**src/rtl/seg7_scan_ctrl_pkg.sv**
```systemverilog
// Shared constants for the 4-digit 7-segment scan controller: segment codes,
// anode idle pattern and FSM state encodings.
package seg7_scan_ctrl_pkg;

  localparam logic [6:0] SEG_OFF = 7'b111_1111;
  localparam logic [3:0] AN_OFF  = 4'b1111;

  localparam logic [0:0] SHOW  = 1'b0;
  localparam logic [0:0] BLANK = 1'b1;

  // Active-low hex glyphs, element 0 is the glyph for nibble 0.
  localparam logic [15:0][6:0] SEG_HEX = {
    7'b011_1000,  // F
    7'b011_0000,  // E
    7'b100_0010,  // d
    7'b011_0001,  // C
    7'b110_0000,  // b
    7'b000_1000,  // A
    7'b000_0100,  // 9
    7'b000_0000,  // 8
    7'b000_1111,  // 7
    7'b010_0000,  // 6
    7'b010_0100,  // 5
    7'b100_1100,  // 4
    7'b000_0110,  // 3
    7'b001_0010,  // 2
    7'b100_1111,  // 1
    7'b000_0001   // 0
  };

endpackage

```
**src/rtl/seg7_scan_ctrl_if.sv**
```systemverilog
// Display bus between user logic (master) and the scan controller (slave):
// data/load handshake in, board-pin drive and status pulses out.
interface seg7_scan_ctrl_if;
  logic [15:0] data_in;
  logic [3:0]  dp_in;
  logic [3:0]  digit_en;
  logic        load;
  logic        load_ack;
  logic        frame_done;
  logic [3:0]  AN;
  logic [6:0]  a_to_g;
  logic        dp;

  modport master (
    output data_in, dp_in, digit_en, load,
    input  load_ack, frame_done, AN, a_to_g, dp
  );

  modport slave (
    input  data_in, dp_in, digit_en, load,
    output load_ack, frame_done, AN, a_to_g, dp
  );
endinterface

```
**src/rtl/seg7_hex_decode.sv**
```systemverilog
// Combinational nibble to active-low 7-segment glyph decoder.
module seg7_hex_decode
  import seg7_scan_ctrl_pkg::*;
(
  input  logic [3:0] nibble,
  output logic [6:0] seg
);

  always_comb begin
    seg = SEG_HEX[nibble];
  end

endmodule

```
**src/rtl/seg7_scan_ctrl.sv**
```systemverilog
// Time-multiplexed 4-digit 7-segment scan controller with blanking gaps and
// frame-aligned commit of new display data.
module seg7_scan_ctrl
  import seg7_scan_ctrl_pkg::*;
#(
  parameter int unsigned REFRESH_DIV  = 100000,
  parameter int unsigned BLANK_CYCLES = 1000,
  parameter int unsigned CNT_W        = 17
) (
  input  logic              clk,
  input  logic              rst,
  seg7_scan_ctrl_if.slave   bus
);

  logic [0:0]       state_q, state_d;
  logic [CNT_W-1:0] cnt_q, cnt_d;
  logic [1:0]       idx_q, idx_d;
  logic [19:0]      pend_q, pend_d;      // {dp, data}
  logic             pflag_q, pflag_d;
  logic [19:0]      shadow_q, shadow_d;  // {dp, data}
  logic [3:0]       an_q, an_d;
  logic [6:0]       seg_q, seg_d;
  logic             dp_q, dp_d;
  logic             ack_q, ack_d;
  logic             fd_q, fd_d;
  logic             wrap;
  logic [3:0]       cur_nibble;
  logic [3:0]       shadow_dp;
  logic [6:0]       cur_seg;

  assign cur_nibble = shadow_q[{idx_q, 2'b00} +: 4];
  assign shadow_dp  = shadow_q[19:16];

  seg7_hex_decode u_decode (
    .nibble (cur_nibble),
    .seg    (cur_seg)
  );

  always_comb begin
    state_d = state_q;
    cnt_d   = cnt_q + CNT_W'(1);
    idx_d   = idx_q;
    wrap    = 1'b0;
    if (state_q == SHOW) begin
      if (cnt_q == CNT_W'(REFRESH_DIV - 1)) begin
        state_d = BLANK;
        cnt_d   = '0;
      end
    end else begin
      if (cnt_q == CNT_W'(BLANK_CYCLES - 1)) begin
        state_d = SHOW;
        cnt_d   = '0;
        idx_d   = idx_q + 2'd1;
        wrap    = (idx_q == 2'd3);
      end
    end
  end

  // A load landing on the commit cycle bypasses the pending register.
  always_comb begin
    pend_d   = pend_q;
    pflag_d  = pflag_q;
    shadow_d = shadow_q;
    ack_d    = 1'b0;
    fd_d     = wrap;
    if (bus.load) begin
      pend_d  = {bus.dp_in, bus.data_in};
      pflag_d = 1'b1;
    end
    if (wrap && (pflag_q || bus.load)) begin
      shadow_d = bus.load ? {bus.dp_in, bus.data_in} : pend_q;
      pflag_d  = 1'b0;
      ack_d    = 1'b1;
    end
  end

  always_comb begin
    an_d  = AN_OFF;
    seg_d = SEG_OFF;
    dp_d  = 1'b1;
    if (state_q == SHOW) begin
      if (bus.digit_en[idx_q]) begin
        an_d = ~(4'b0001 << idx_q);
      end
      seg_d = cur_seg;
      dp_d  = ~shadow_dp[idx_q];
    end
  end

  always_ff @(posedge clk or posedge rst) begin
    if (rst) begin
      state_q  <= SHOW;
      cnt_q    <= '0;
      idx_q    <= 2'd0;
      pend_q   <= '0;
      pflag_q  <= 1'b0;
      shadow_q <= '0;
      an_q     <= AN_OFF;
      seg_q    <= SEG_OFF;
      dp_q     <= 1'b1;
      ack_q    <= 1'b0;
      fd_q     <= 1'b0;
    end else begin
      state_q  <= state_d;
      cnt_q    <= cnt_d;
      idx_q    <= idx_d;
      pend_q   <= pend_d;
      pflag_q  <= pflag_d;
      shadow_q <= shadow_d;
      an_q     <= an_d;
      seg_q    <= seg_d;
      dp_q     <= dp_d;
      ack_q    <= ack_d;
      fd_q     <= fd_d;
    end
  end

  assign bus.AN         = an_q;
  assign bus.a_to_g     = seg_q;
  assign bus.dp         = dp_q;
  assign bus.load_ack   = ack_q;
  assign bus.frame_done = fd_q;

endmodule
```
**src/flat_wrapper.sv**
```systemverilog
// flat-port wrapper written by rule: the top's interface ports become plain ports
module seg7_scan_ctrl_flat import seg7_scan_ctrl_pkg::*;
#(
  parameter int unsigned REFRESH_DIV  = 100000,
  parameter int unsigned BLANK_CYCLES = 1000,
  parameter int unsigned CNT_W        = 17
)
  (clk, rst, bus_data_in, bus_dp_in, bus_digit_en, bus_load, bus_load_ack, bus_frame_done, bus_AN, bus_a_to_g, bus_dp);
  seg7_scan_ctrl_if bus_i ();
  input  logic clk;
  input  logic rst;
  input wire logic [$bits(bus_i.data_in)-1:0] bus_data_in;
  input wire logic [$bits(bus_i.dp_in)-1:0] bus_dp_in;
  input wire logic [$bits(bus_i.digit_en)-1:0] bus_digit_en;
  input wire logic [$bits(bus_i.load)-1:0] bus_load;
  output wire logic [$bits(bus_i.load_ack)-1:0] bus_load_ack;
  output wire logic [$bits(bus_i.frame_done)-1:0] bus_frame_done;
  output wire logic [$bits(bus_i.AN)-1:0] bus_AN;
  output wire logic [$bits(bus_i.a_to_g)-1:0] bus_a_to_g;
  output wire logic [$bits(bus_i.dp)-1:0] bus_dp;
  assign bus_i.data_in = bus_data_in;
  assign bus_i.dp_in = bus_dp_in;
  assign bus_i.digit_en = bus_digit_en;
  assign bus_i.load = bus_load;
  assign bus_load_ack = bus_i.load_ack;
  assign bus_frame_done = bus_i.frame_done;
  assign bus_AN = bus_i.AN;
  assign bus_a_to_g = bus_i.a_to_g;
  assign bus_dp = bus_i.dp;
  seg7_scan_ctrl #(.REFRESH_DIV(REFRESH_DIV), .BLANK_CYCLES(BLANK_CYCLES), .CNT_W(CNT_W)) u_core (.clk(clk), .rst(rst), .bus(bus_i));
endmodule
```
**config.mk**
```make
export PLATFORM = sky130hd
export DESIGN_NAME = seg7_scan_ctrl_flat
export DESIGN_NICKNAME = d
export VERILOG_FILES = /design/src/rtl/seg7_scan_ctrl_pkg.sv /design/src/rtl/seg7_scan_ctrl_if.sv /design/src/rtl/seg7_hex_decode.sv /design/src/rtl/seg7_scan_ctrl.sv /design/src/flat_wrapper.sv
export SDC_FILE = /design/constraint.sdc
export NUM_CORES = 1
export LEC_CHECK = 0
export ABC_AREA = 1
export BUFFER_PORTS_ARGS = -buffer_cell sky130_fd_sc_hd__buf_2
export CORE_MARGIN = 3
export CORE_UTILIZATION = 56
export DETAILED_ROUTE_END_ITERATION = 6
export PLACE_DENSITY = 0.77
export SYNTH_ARGS = -nofsm -noshare
export SYNTH_HDL_FRONTEND = slang
export SYNTH_HIERARCHICAL = 1
export SYNTH_SLANG_ARGS = --single-unit
```
**constraint.sdc**
```tcl
create_clock -name clk -period 2.88 [get_ports clk]
set_clock_uncertainty 0.05 [all_clocks]
set_input_delay 0.432 -clock clk [delete_from_list [all_inputs] [get_ports clk]]
set_output_delay 0.432 -clock clk [all_outputs]
set_load 0.005 [all_outputs]
```
==> qor.log <==
INFO  cts            buffers_from_clock_root_to_sink_at_most=2
INFO  layout         finish.cell_count_without_fillers=576
INFO  layout         seq_area=1890squm
INFO  logic_synthesis mean_area_per_synthesized_cell=8.25squm
INFO  place          port-buffer-count=40
INFO  power_and_ir_drop power.clock.fraction=41.2%
INFO  cts            cts.clk_slew.worst_paths=80ps
INFO  cts            hold_buffers_post_cts=0
INFO  setup_path     worst_r2r_path_depth=9
INFO  setup_path     capturing_element_of_the_worst_setup_path=u_core/bus.a_to_g[3]
INFO  cts            clkLatencyLatePin=350ps
INFO  route          antenna_left=0
INFO  place          gp_congestion=0.930
INFO  place          dp_hpwl=5.59mm
INFO  sta            relSlewSlack=46.3%
INFO  sta            period_utilization_post_route=84.9%
INFO  cts            cts_inserted_buffers=9
INFO  logic_synthesis seq_area_frac_synth=50.3%
INFO  grt            global_route.usage.total=22.7%
INFO  grt            antenna_found_initial=0
INFO  die            overall_die_area=7740squm
INFO  die            boundaryPins=41
INFO  logic_synthesis synth_top_family_by_area=simple AND/OR/NAND/NOR gates
INFO  sta            number_of_failing_hold_endpoints_at_the_final_stage=0
INFO  sta            timing_max_transition_violations_final=0
INFO  cts            post-cts-setup-buffer-count=0
INFO  layout         layout-drive-gt1-share=19.4%
INFO  layout         area_delta_synth_final=11.3%
INFO  power_and_ir_drop ir_drop=0.000341V
INFO  power_and_ir_drop sequentialPowerShare=54.6%
INFO  sta            grt_setup_unrepaired=false
INFO  cts            clock_tree.root_cell=sky130_fd_sc_hd__clkbuf_8
INFO  setup_path     worstPathRequired=3110ps
INFO  layout         multi_input_area=1600squm
INFO  logic_synthesis postSynthNetCount=495
INFO  power_and_ir_drop combinationalPowerShare=4.2%
INFO  route          drt-total-wl=7.78mm
INFO  sta            period_needed=2440ps
INFO  setup_path     critical_register_to_register_path_startpoint=u_core/idx_q[1]
INFO  layout         design.final.nets=533
INFO  setup_path     startpoint_type=flip-flop
INFO  setup_path     worst-path-max-fanout=9
INFO  route          remaining_drc_errors=0
INFO  die            chipHeight=88.0um
INFO  run            drv_cap=0
INFO  logic_synthesis synthSimpleGateAreaFrac=31.8%
INFO  power_and_ir_drop cell_area_power_density=475nW/um^2
INFO  power_and_ir_drop netSwitchingFraction=24.0%
INFO  setup_path     worstPathArrival=2670ps
INFO  die            row_count=29
INFO  sta            tightest_slew=805ps
INFO  cts            post_cts_resized=0
INFO  route          wire_per_inst=13.5um
INFO  die            core-area=6420squm
INFO  worst_hold_path worst_hold_path_type=primary input to async pin
INFO  cts            maximum_level_of_the_cts_h_tree=3
INFO  place          placed_cells=560
INFO  power_and_ir_drop p_int=1.51mW
INFO  logic_synthesis yosysWarningCount=6
INFO  cts            cts_tree=done
INFO  setup_path     worst_setup_path_startpoint=u_core/idx_q[1]
INFO  layout         n_fill_cell=537
INFO  logic_synthesis mappedNetlistArea=3760squm
INFO  setup_path     reg2reg_setup_slack=440ps
INFO  logic_synthesis yosysUniqueCellTypes=29
INFO  layout         fin_util=65.2%
INFO  cts            clock_sinks=75
INFO  route          drt-pass1-iter-count=5
INFO  setup_path     endpoint_of_the_worst_register_to_register_path=u_core/bus.a_to_g[3]
INFO  logic_synthesis yosys.area_share.adder=3.99%
INFO  logic_synthesis yosys.area_share.xor_xnor=2.56%
INFO  sta            timing.final.setup_violations=0
INFO  power_and_ir_drop p_leak=2.27nW
INFO  setup_path     setup.worst_path.class=flip-flop to flip-flop
INFO  sta            max_freq=409MHz
INFO  sta            setup_tns=0ps
INFO  outcome        status=complete, no violations
INFO  logic_synthesis synth.area.mux_share=0%
INFO  logic_synthesis synth_compound_gate_area_share=4.16%
INFO  die            die_w=88.0um
INFO  route          num_vias=3,062
INFO  layout         n_diodes=0
INFO  grt            grt_max_degree=46
INFO  logic_synthesis netlist_instances=456
INFO  setup_path     critPathCaptureType=flip-flop
INFO  grt            grt.overflow.total=0
INFO  grt            wire_length_of_the_first_global_routing_pass=13.5mm
INFO  route          detailedRoute.firstIterationViolations=105
INFO  grt            via_count_of_the_first_global_routing_pass=2,975
INFO  route          post_drt_via_cell_ratio=5.32
INFO  die            initial_utilization=58.6%
INFO  power_and_ir_drop switchingPower=476uW
INFO  logic_synthesis ys_ff_latch=75
sequential cells by signal (all words and copies together), names as in the netlist:
signal	cells
u_core/state_q	1
u_core/cnt_q	17
u_core/bus.a_to_g	7
u_core/bus.frame_done	1
u_core/pend_q	20
u_core/shadow_q	20
u_core/pflag_q	1
u_core/bus.dp	1
u_core/idx_q	2
u_core/bus.load_ack	1
u_core/bus.AN	4
power groups by stage:
stage	logic (mW)	clock network (mW)	registers, mW
final	0.0844	0.818	1.09
after global routing	0.0988	0.889	1.09
after CTS	0.0867	0.842	1.09
after detailed placement	0.0865	0	1.11
after global placement	0.0840	0	1.10
after floorplan	0.0500	0	1.10
logic make-up (layout without fill, tap and decap cells):
logic type | count (synthesis) | in the layout
AO/OA/AOI/OAI | 29 | 29
XOR/XNOR | 11 | 11
adder cells (fa/ha/maj) | 12 | 12
buffers and inverters | 58 | 101
flip-flops | 75 | 75
AND/OR/NAND/NOR | 271 | 271
layout make-up:
cell class / count / area share [%]
inverter: 41 / 3.68
multi-input combinational: 323 / 38.2
clock inverter: 7 / 1.82
clock buffer: 9 / 2.96
sequential: 75 / 45.2
tap: 77 / 2.30
timing repair buffer: 44 / 5.80
stage by stage:
step	setup slack, ps	hold slack (ps)	cell area [sq um]	total power, mW
2_1_floorplan	508	383	3760	1.15
3_3_place_gp	652	394	3990	1.19
3_5_place_dp	490	409	3990	1.19
4_1_cts	481	126	4190	2.01
5_1_grt	202	146	4190	2.08
6_report	435	111	4190	1.99
critical path, cell delays in order, from the launching register on:
cell and delay [ps]:
sky130_fd_sc_hd__dfrtp_1 470, sky130_fd_sc_hd__inv_1 240, sky130_fd_sc_hd__o21ai_0 150, sky130_fd_sc_hd__o22ai_1 410, sky130_fd_sc_hd__inv_1 210, sky130_fd_sc_hd__ha_1 360, sky130_fd_sc_hd__nand2_1 60, sky130_fd_sc_hd__nand3_1 110
sky130_fd_sc_hd__nand2_1 50, sky130_fd_sc_hd__or2_2 260
cell usage in the layout (no fill, tap or decap), types with 12 or more instances in the layout:
cell,synthesis,final
sky130_fd_sc_hd__dfstp_2,12,12
sky130_fd_sc_hd__nor2_1,43,43
sky130_fd_sc_hd__inv_1,35,34
sky130_fd_sc_hd__nand4_1,21,21
sky130_fd_sc_hd__nand2_1,156,156
sky130_fd_sc_hd__nand3_1,28,28
sky130_fd_sc_hd__buf_2,5,40
sky130_fd_sc_hd__dfrtp_1,63,63
sky130_fd_sc_hd__ha_1,12,12
sky130_fd_sc_hd__o21ai_0,18,18
synthesized netlist by cell type (all sizes together):
cell    instances  area (sq um)
a21oi           2          10.0
buf            12          96.3
clkbuf          5          18.8
clkinv          1          3.75
dfrtp          63          1580
dfstp          12           315
ha             12           150
inv            40           150
nand2         159           609
nand3          28           140
nand4          23           156
nor2           49           223
nor3            5          25.0
o21ai          21           109
o22ai           6          37.5
or2             7          43.8
xor2           11          96.3
worst min-delay path by stage:
| stage | from | endpoint | cells past startpoint |
|---|---|---|---|
| 3_3_place_gp | u_core/cnt_q[0] | u_core/cnt_q[0] | 1 |
| 6_report | rst | u_core/bus.load_ack | 2 |
| 3_5_place_dp | u_core/shadow_q[4] | u_core/shadow_q[4] | 2 |
| 4_1_cts | rst | u_core/cnt_q[4] | 2 |
| 2_1_floorplan | u_core/cnt_q[0] | u_core/cnt_q[0] | 1 |
| 5_1_grt | rst | u_core/bus.load_ack | 2 |
routing by layer:
| layer | share of wire (%) | wire, um | vias up | global-route usage, % |
|---|---|---|---|---|
| li1 | - | - | 1529 | - |
| met1 | 45 | 3480 | 1395 | 30.0 |
| met2 | 46 | 3560 | 114 | 34.5 |
| met3 | 6.1 | 475 | 24 | 3.95 |
| met4 | 3.4 | 266 | 0 | 14.4 |
| met5 | 0 | 0 | - | 0 |
No activity file was read; power rests on OpenSTA's default activity.
